`config.mk`:
```
export PLATFORM = sky130hd
export DESIGN_NAME = generic_2clk_fifo_wr_arb
export DESIGN_NICKNAME = d
export VERILOG_FILES = /design/src/rtl/generic_2clk_fifo_wr_arb.sv
export SDC_FILE = /design/constraint.sdc
export NUM_CORES = 1
export LEC_CHECK = 0
export ABC_AREA = 0
export CAP_MARGIN = 40
export CORE_ASPECT_RATIO = 0.6
export CORE_MARGIN = 1
export CORE_UTILIZATION = 24
export CTS_CLUSTER_SIZE = 40
export DETAILED_ROUTE_END_ITERATION = 16
export HOLD_SLACK_MARGIN = 0.03
export PLACE_DENSITY = 0.7
export RECOVER_POWER = 25
export SLEW_MARGIN = 5
export SYNTH_ARGS = -nofsm -noshare
export SYNTH_HDL_FRONTEND = slang
export SYNTH_SLANG_ARGS = --single-unit
```
`constraint.sdc`:
```
create_clock -name wr_clk -period 2.93 [get_ports wr_clk]
set_clock_uncertainty 0.1 [all_clocks]
set_input_delay 0.7325 -clock wr_clk [delete_from_list [all_inputs] [get_ports wr_clk]]
set_output_delay 0.7325 -clock wr_clk [all_outputs]
set_load 0.01 [all_outputs]
```
`src/rtl/generic_2clk_fifo_wr_arb.sv`:
```
// generic_2clk_fifo_wr_arb
// Round-robin packet arbiter in front of a FIFO write port. Four requesters
// compete. The winner holds the write port until it sends a beat flagged
// req_last, or until it reaches MAX_BEATS beats. An oversize packet is cut off
// at MAX_BEATS and raises the sticky len_err flag.
// Optional feature: define GENERIC_FIFO_WR_ARB_WMARK_EN to hold off new grants
// while the FIFO fill level (wr_entry_used) is at or above HI_WMARK.
module generic_2clk_fifo_wr_arb #(
  parameter int NUM_REQ   = 4,
  parameter int DAT_WIDTH = 36,
  parameter int PTR_WIDTH = 9,
  parameter int MAX_BEATS = 64,
  parameter int HI_WMARK  = 448
) (
  input  logic                         wr_clk,
  input  logic                         wr_reset,
  input  logic [NUM_REQ-1:0]           req,
  input  logic [NUM_REQ*DAT_WIDTH-1:0] req_data,
  input  logic [NUM_REQ-1:0]           req_last,
  output logic [NUM_REQ-1:0]           gnt,
  input  logic                         wr_full,
  input  logic [PTR_WIDTH:0]           wr_entry_used,
  output logic                         wr_op,
  output logic [DAT_WIDTH-1:0]         wr_data,
  output logic [DAT_WIDTH-1:0]         wr_mask,
  output logic                         busy,
  output logic [1:0]                   winner,
  output logic                         len_err,
  input  logic                         len_err_clr
);

  localparam int CNT_W = $clog2(MAX_BEATS) + 1;

  typedef enum logic {IDLE, BUSY} state_t;

  state_t           state;
  logic [1:0]       last_winner;
  logic [CNT_W-1:0] beat_cnt;
  logic [1:0]       rr_pick;
  logic             rr_found;
  logic             grant_ok;
  logic             accept;
  logic             at_max;
  logic             end_beat;
  logic             force_end;

`ifdef GENERIC_FIFO_WR_ARB_WMARK_EN
  // Hold off new grants while the FIFO is close to full.
  assign grant_ok = wr_entry_used < (PTR_WIDTH+1)'(HI_WMARK);
`else
  assign grant_ok = 1'b1;
  logic [PTR_WIDTH:0] unused_wmark;
  assign unused_wmark = wr_entry_used ^ (PTR_WIDTH+1)'(HI_WMARK);
`endif

  // Round-robin search. It starts at the requester after the last winner,
  // and the 2-bit addition wraps from 3 back to 0.
  always_comb begin
    // NOTE: both outputs get a default before the loop. Without it, this
    // block would infer a latch on the paths where no requester is found.
    rr_pick  = '0;
    rr_found = 1'b0;
    for (int i = 1; i <= 4; i++) begin
      if (!rr_found && req[last_winner + 2'(i)]) begin
        rr_pick  = last_winner + 2'(i);
        rr_found = 1'b1;
      end
    end
  end

  // Beat acceptance and end-of-packet detection for the granted requester.
  assign accept    = (state == BUSY) && req[winner] && !wr_full;
  assign at_max    = beat_cnt == CNT_W'(MAX_BEATS - 1);
  assign end_beat  = accept && (req_last[winner] || at_max);
  assign force_end = accept && !req_last[winner] && at_max;

  // The FIFO write port follows acceptance combinationally, with no extra
  // register stage.
  assign wr_op   = accept;
  assign wr_data = accept ? req_data[int'(winner)*DAT_WIDTH +: DAT_WIDTH] : '0;
  assign wr_mask = accept ? '1 : '0;

  // Arbiter FSM: grant in IDLE, then hold the grant until the packet ends.
  always_ff @(posedge wr_clk or posedge wr_reset) begin
    if (wr_reset) begin
      state       <= IDLE;
      gnt         <= '0;
      winner      <= '0;
      busy        <= 1'b0;
      beat_cnt    <= '0;
      last_winner <= 2'd3;
    end else begin
      // NOTE: non-blocking assignments. Every register here updates from the
      // values that were present before the clock edge.
      case (state)
        IDLE: begin
          if (rr_found && grant_ok) begin
            state    <= BUSY;
            gnt      <= NUM_REQ'(1) << rr_pick;
            winner   <= rr_pick;
            busy     <= 1'b1;
            beat_cnt <= '0;
          end
        end
        BUSY: begin
          if (accept) begin
            beat_cnt <= beat_cnt + CNT_W'(1);
            if (end_beat) begin
              state       <= IDLE;
              gnt         <= '0;
              busy        <= 1'b0;
              last_winner <= winner;
            end
          end
        end
        default: state <= IDLE;
      endcase
    end
  end

  // Sticky oversize flag. A new error wins over a clear in the same cycle.
  always_ff @(posedge wr_clk or posedge wr_reset) begin
    if (wr_reset)         len_err <= 1'b0;
    else if (force_end)   len_err <= 1'b1;
    else if (len_err_clr) len_err <= 1'b0;
  end

endmodule

```
; Word-level counts from Yosys, hierarchy flattened
; Cells that the tools add are included.
[word_totals]
out_inout_bits = 81
reg_bits = 18
wordCells = 82
input_bits = 166
[op_classes]
magnitude_cmp = 5
bitwise = 1
reduce_logical = 19
mux = 39
multipliers = 1
addsub = 4
eq_ne = 4
n_shift = 2
[ops]
columns = op, n
row1 = variable part select 144 x 9 -> 36 bit, 1
row2 = two-way mux 36 bit, 2
row3 = two-way mux 1 bit, 18
row4 = < comparator 2 x 3 -> 1 bit (second input constant), 5
row5 = two-way mux 7 bit, 2
row6 = case mux 7 bit (2 select lines), 1
row7 = binary-select mux 1 bit (select 2 bit), 6
row8 = two-way mux 4 bit, 3
row9 = logical AND 1 bit, 8
row10 = two-way mux 2 bit, 4
row11 = case mux 4 bit (2 select lines), 1
row12 = adder 7 x 1 -> 7 bit (second input constant), 1
row13 = == test 7 x 6 -> 1 bit (second input constant), 1
row14 = multiplier 2 x 4 -> 6 bit (second input constant), 1
row15 = AND reduction 3 bit, 2
row16 = zero test 1 bit, 5
row17 = adder 2 bit (second input constant), 2
row18 = inequality test 2 x 1 -> 1 bit (second input constant), 2
row19 = case mux 1 bit (2 select lines), 2
row20 = AND reduction 2 bit, 2
row21 = << shifter 1 x 2 -> 4 bit (first input constant), 1
row22 = adder 2 x 1 -> 2 bit (second input constant), 1
row23 = inequality test 2 bit (second input constant), 1
row24 = nonzero test 2 bit, 1
row25 = 2 further kinds, 2

; Longest topological paths before layout
; Gate-level depths: netlist of the first run.
[logic_depth]
ltp_word = 16
ltp_mapped = 7
ltp_nobuf = 4

; Least setup slack after synthesis of the first run
; No wires, ideal clock.
[synth_path]
path_type = in2out
from = input wr_full
to = output wr_mask[0]
cell_stages = 6
setup_slack_ns = 0.212
n_path_buf = 2
required_time_ns = 2.098
arrival_time_ns = 1.886
path_cell_list = nor2b_1 -> o21a_1 -> buf_2 -> nand2_1 -> inv_2 -> buf_4
[synth_via]
elab_chain_len = 3
[synth_lines]
columns = item, line
row1 = from (decl), 21  ; input logic wr_full,
row2 = zero test 1 bit, 72  ; assign accept = (state == BUSY) && req[winner] && !wr_full;
row3 = logical AND 1 bit, 72
row4 = net wr_op, 23  ; output logic wr_op,
row5 = two-way mux 36 bit, 81  ; assign wr_mask = accept ? '1 : '0;
row6 = to (decl), 25  ; output logic [DAT_WIDTH-1:0] wr_mask,
; The timed path passes the listed nets, and every way through them passes these cells.

; Worst setup path after layout of the first run
[layout_path]
from = input req[3]
to = output wr_data[32]
[layout_via]
elab_chain_len = 5
[layout_lines]
columns = item, line
row1 = from (decl), 17  ; input logic [NUM_REQ-1:0] req,
row2 = binary-select mux 1 bit (select 2 bit), 72
row3 = two-way mux 1 bit (implied by the code), 72
row4 = logical AND 1 bit (2 in series), 72
row5 = two-way mux 36 bit, 80  ; assign wr_data = accept ? req_data[int'(winner)*DAT_WIDTH +: DAT_WIDTH] : '0;
row6 = to (decl), 24  ; output logic [DAT_WIDTH-1:0] wr_data,
; Every way passes these cells. The select of a mux whose other input is x is not followed.

==> run metrics, run 1 <==
CTS Buf Count 3; Nets just over 600; Area Overhead vs Synth 100%; post-DP HPWL a little under 8000 um; Port Buffers 236; worst hold-check path type reg -> reg; WL per Instance between 15 and 20 um; worst slew pin tran approximately 0.73 ns; crit path kind in -> out; multi-input logic area around 1600 um2; global router's overall resource usage between 15 and 20%; required time of the critical path approximately 2.1 ns; power per cell area about 760 nW/um2; number of inserted diodes 0; sequential area share after synthesis 19.1%; CTS tree built; register area roughly 460 um2; DRT iter0 DRCs 75; EDFF count, synth 0; max-cap violation count 0; share of cells above drive strength 1 between 30% and 40%; routability congestion estimate 0.950; post-synth top area share roughly a third; overall power between 3000 and 4000 uW; WHS between 0.3 and 0.4 ns; Synth Net Count about 390; Final Cycle Share 98.9%; synth warn 0; outcome complete, no violations; total core area 9360 um2; clk slew on worst S/H paths approximately 0.060 ns; die area slightly above 10000 um2; clock root buffer clkbuf_16; cells after synthesis ~220; fill cell count approximately 870; First-pass DRT Iterations 4; Crit. End Element output pin; FMAX about 0.35 GHz; Critical Path AT between 2 and 2.5 ns; synthesized area 2370 um2; Sink Count 18; Ports between 200 and 250; Final Critical Period 2.90 ns; final setup vio count 0; Crit-path slowest cell mux2_4; Final Hold Violating Endpoints 0; top cells by count, synth 40 x buf_4, 38 x and3_1, 37 x mux4_2; Via density 4.81; H-tree depth 1; slowest stage delay, CP ~0.28 ns; Static Leakage 0.00214 uW; DRC 0; antenna violations before repair 0; Synth cell types 39; count leader, synth buf_4; slew margin rel. 51.6%; Die Wd 130 um; unrepaired setup endpoints after global routing no; Hold-fix buffers, CTS 0; worst-path fanout max 5; row count 27; largest cells by area after synthesis mux4_2 35%, dfrtp_1 17%, buf_4 13%; startpoint types primary input; largest net degree at the start of global routing 31; number of global-route vias before repair roughly 2800; Skew-Pair Late Insertion Delay ~0.25 ns; Yosys top cell by area mux4_2; commonest register cell after synthesis dfrtp_1; fin. max-slew vios 0; first-pass GRT wire length 15200 um; gr ovfl total 0; Mean Syn Cell Area 10.9 um2; starting density of the core 25.3%; clock buffer depth 2; Vias approximately 2700; final WL approximately 10000 um; Die Y 78.9 um; fin util approximately half; Seq cells post-synth 18; antenna viol nets, final 0; critical-path cell list dlygate4sd2_1, mux2_4, o21a_4, buf_6, clkbuf_16, and3_1, buf_2; ys async rst share 100%; VDD IR max just under 400 uV
critical path, delay by kind of cell:
family | cells | cell delay [ns]
multiplexers | 1 | 0.28
AO/OA/AOI/OAI | 1 | 0.22
AND/OR/NAND/NOR | 1 | 0.15
buffers and inverters | 4 | 0.68
through the flow:
stage / area, um2 / TNS (ns) / cells / setup WS (ns)
after detailed placement: 4760 / -35.11 / 550 / -0.513
final: 4740 / 0 / 566 / 0.0316
after global placement: 4760 / -34.01 / 550 / -0.499
after global routing: 4740 / 0 / 566 / 0.00459
after floorplan: 2370 / 0 / 218 / 0.212
after CTS: 4840 / -2.98 / 563 / -0.0915
per-layer routing:
metal	part of all wire (%)	vias to the layer above	GRT usage [%]
li1	-	1257	-
met1	43	1352	23.8
met2	50	107	35.9
met3	6.5	4	4.25
met4	0.39	0	2.21
met5	0	-	0
repair_timing:
action / CTS / global route
endpoints found under the hold margin: 0 / 0
setup endpoints to repair: 73 / 72
setup buffers: 6 / 1
pin swaps: 3 / 1
gates cloned: 3 / 3
resized for setup: 225 / 66
area by class of cell:
cell class / count / area share, %
multi-input cells: 140 / 33.4
repair buffers: 269 / 51.3
flip-flops and latches: 18 / 9.60
inverters: 5 / 0.449
well taps: 130 / 3.43
clock buffers: 4 / 1.87
registers in the layout, indices dropped and copies added (netlist names):
name         flops
busy             1
len_err          1
state            1
winner           2
beat_cnt         7
last_winner      2
gnt              4
placed cells by master, fill, tap and decap left out, drive strengths merged, types with 4 or more instances in the layout:
cell type	count
dlygate4sd3	8
mux4	37
clkbuf	42
nand3	5
a32o	4
nand2b	4
and3	38
mux2i	5
inv	4
clkdlybuf4s50	149
nand2	7
buf	68
dfrtp	16
final timing paths:
path	to	cells after the start	slack, ns	startpoint
max	wr_data[32]	7	0.03	req[3]
min	busy	1	0.37	busy
max reg2reg	last_winner[0]	5	0.55	winner[0]
min reg2reg	busy	1	0.37	busy
max in group asynchronous	winner[1]	2	1.29	wr_reset
min in group asynchronous	gnt[3]	2	0.94	wr_reset
power by group:
part           internal (uW)  leakage, uW  switching, uW  total (uW)
Sequential               347     0.000226            122         469
Clock                    208    0.0000442           99.2         307
Combinational           1600      0.00187           1230        2820
cell families after synthesis:
kind of cell | synth area share [%]
AO/OA/AOI/OAI | 7.08
adder cells (fa/ha/maj) | 0.528
buffers and inverters | 16.2
flip-flops | 19.1
multiplexers | 39.1
AND/OR/NAND/NOR | 18.0
No activity file was read; power rests on OpenSTA's default activity.
==> run 2: changes to the inputs <==
- CTS_CLUSTER_DIAMETER: unset -> 60
==> results of run 2 <==
The final DEF is identical to that of run 1; final timing and power are the same.
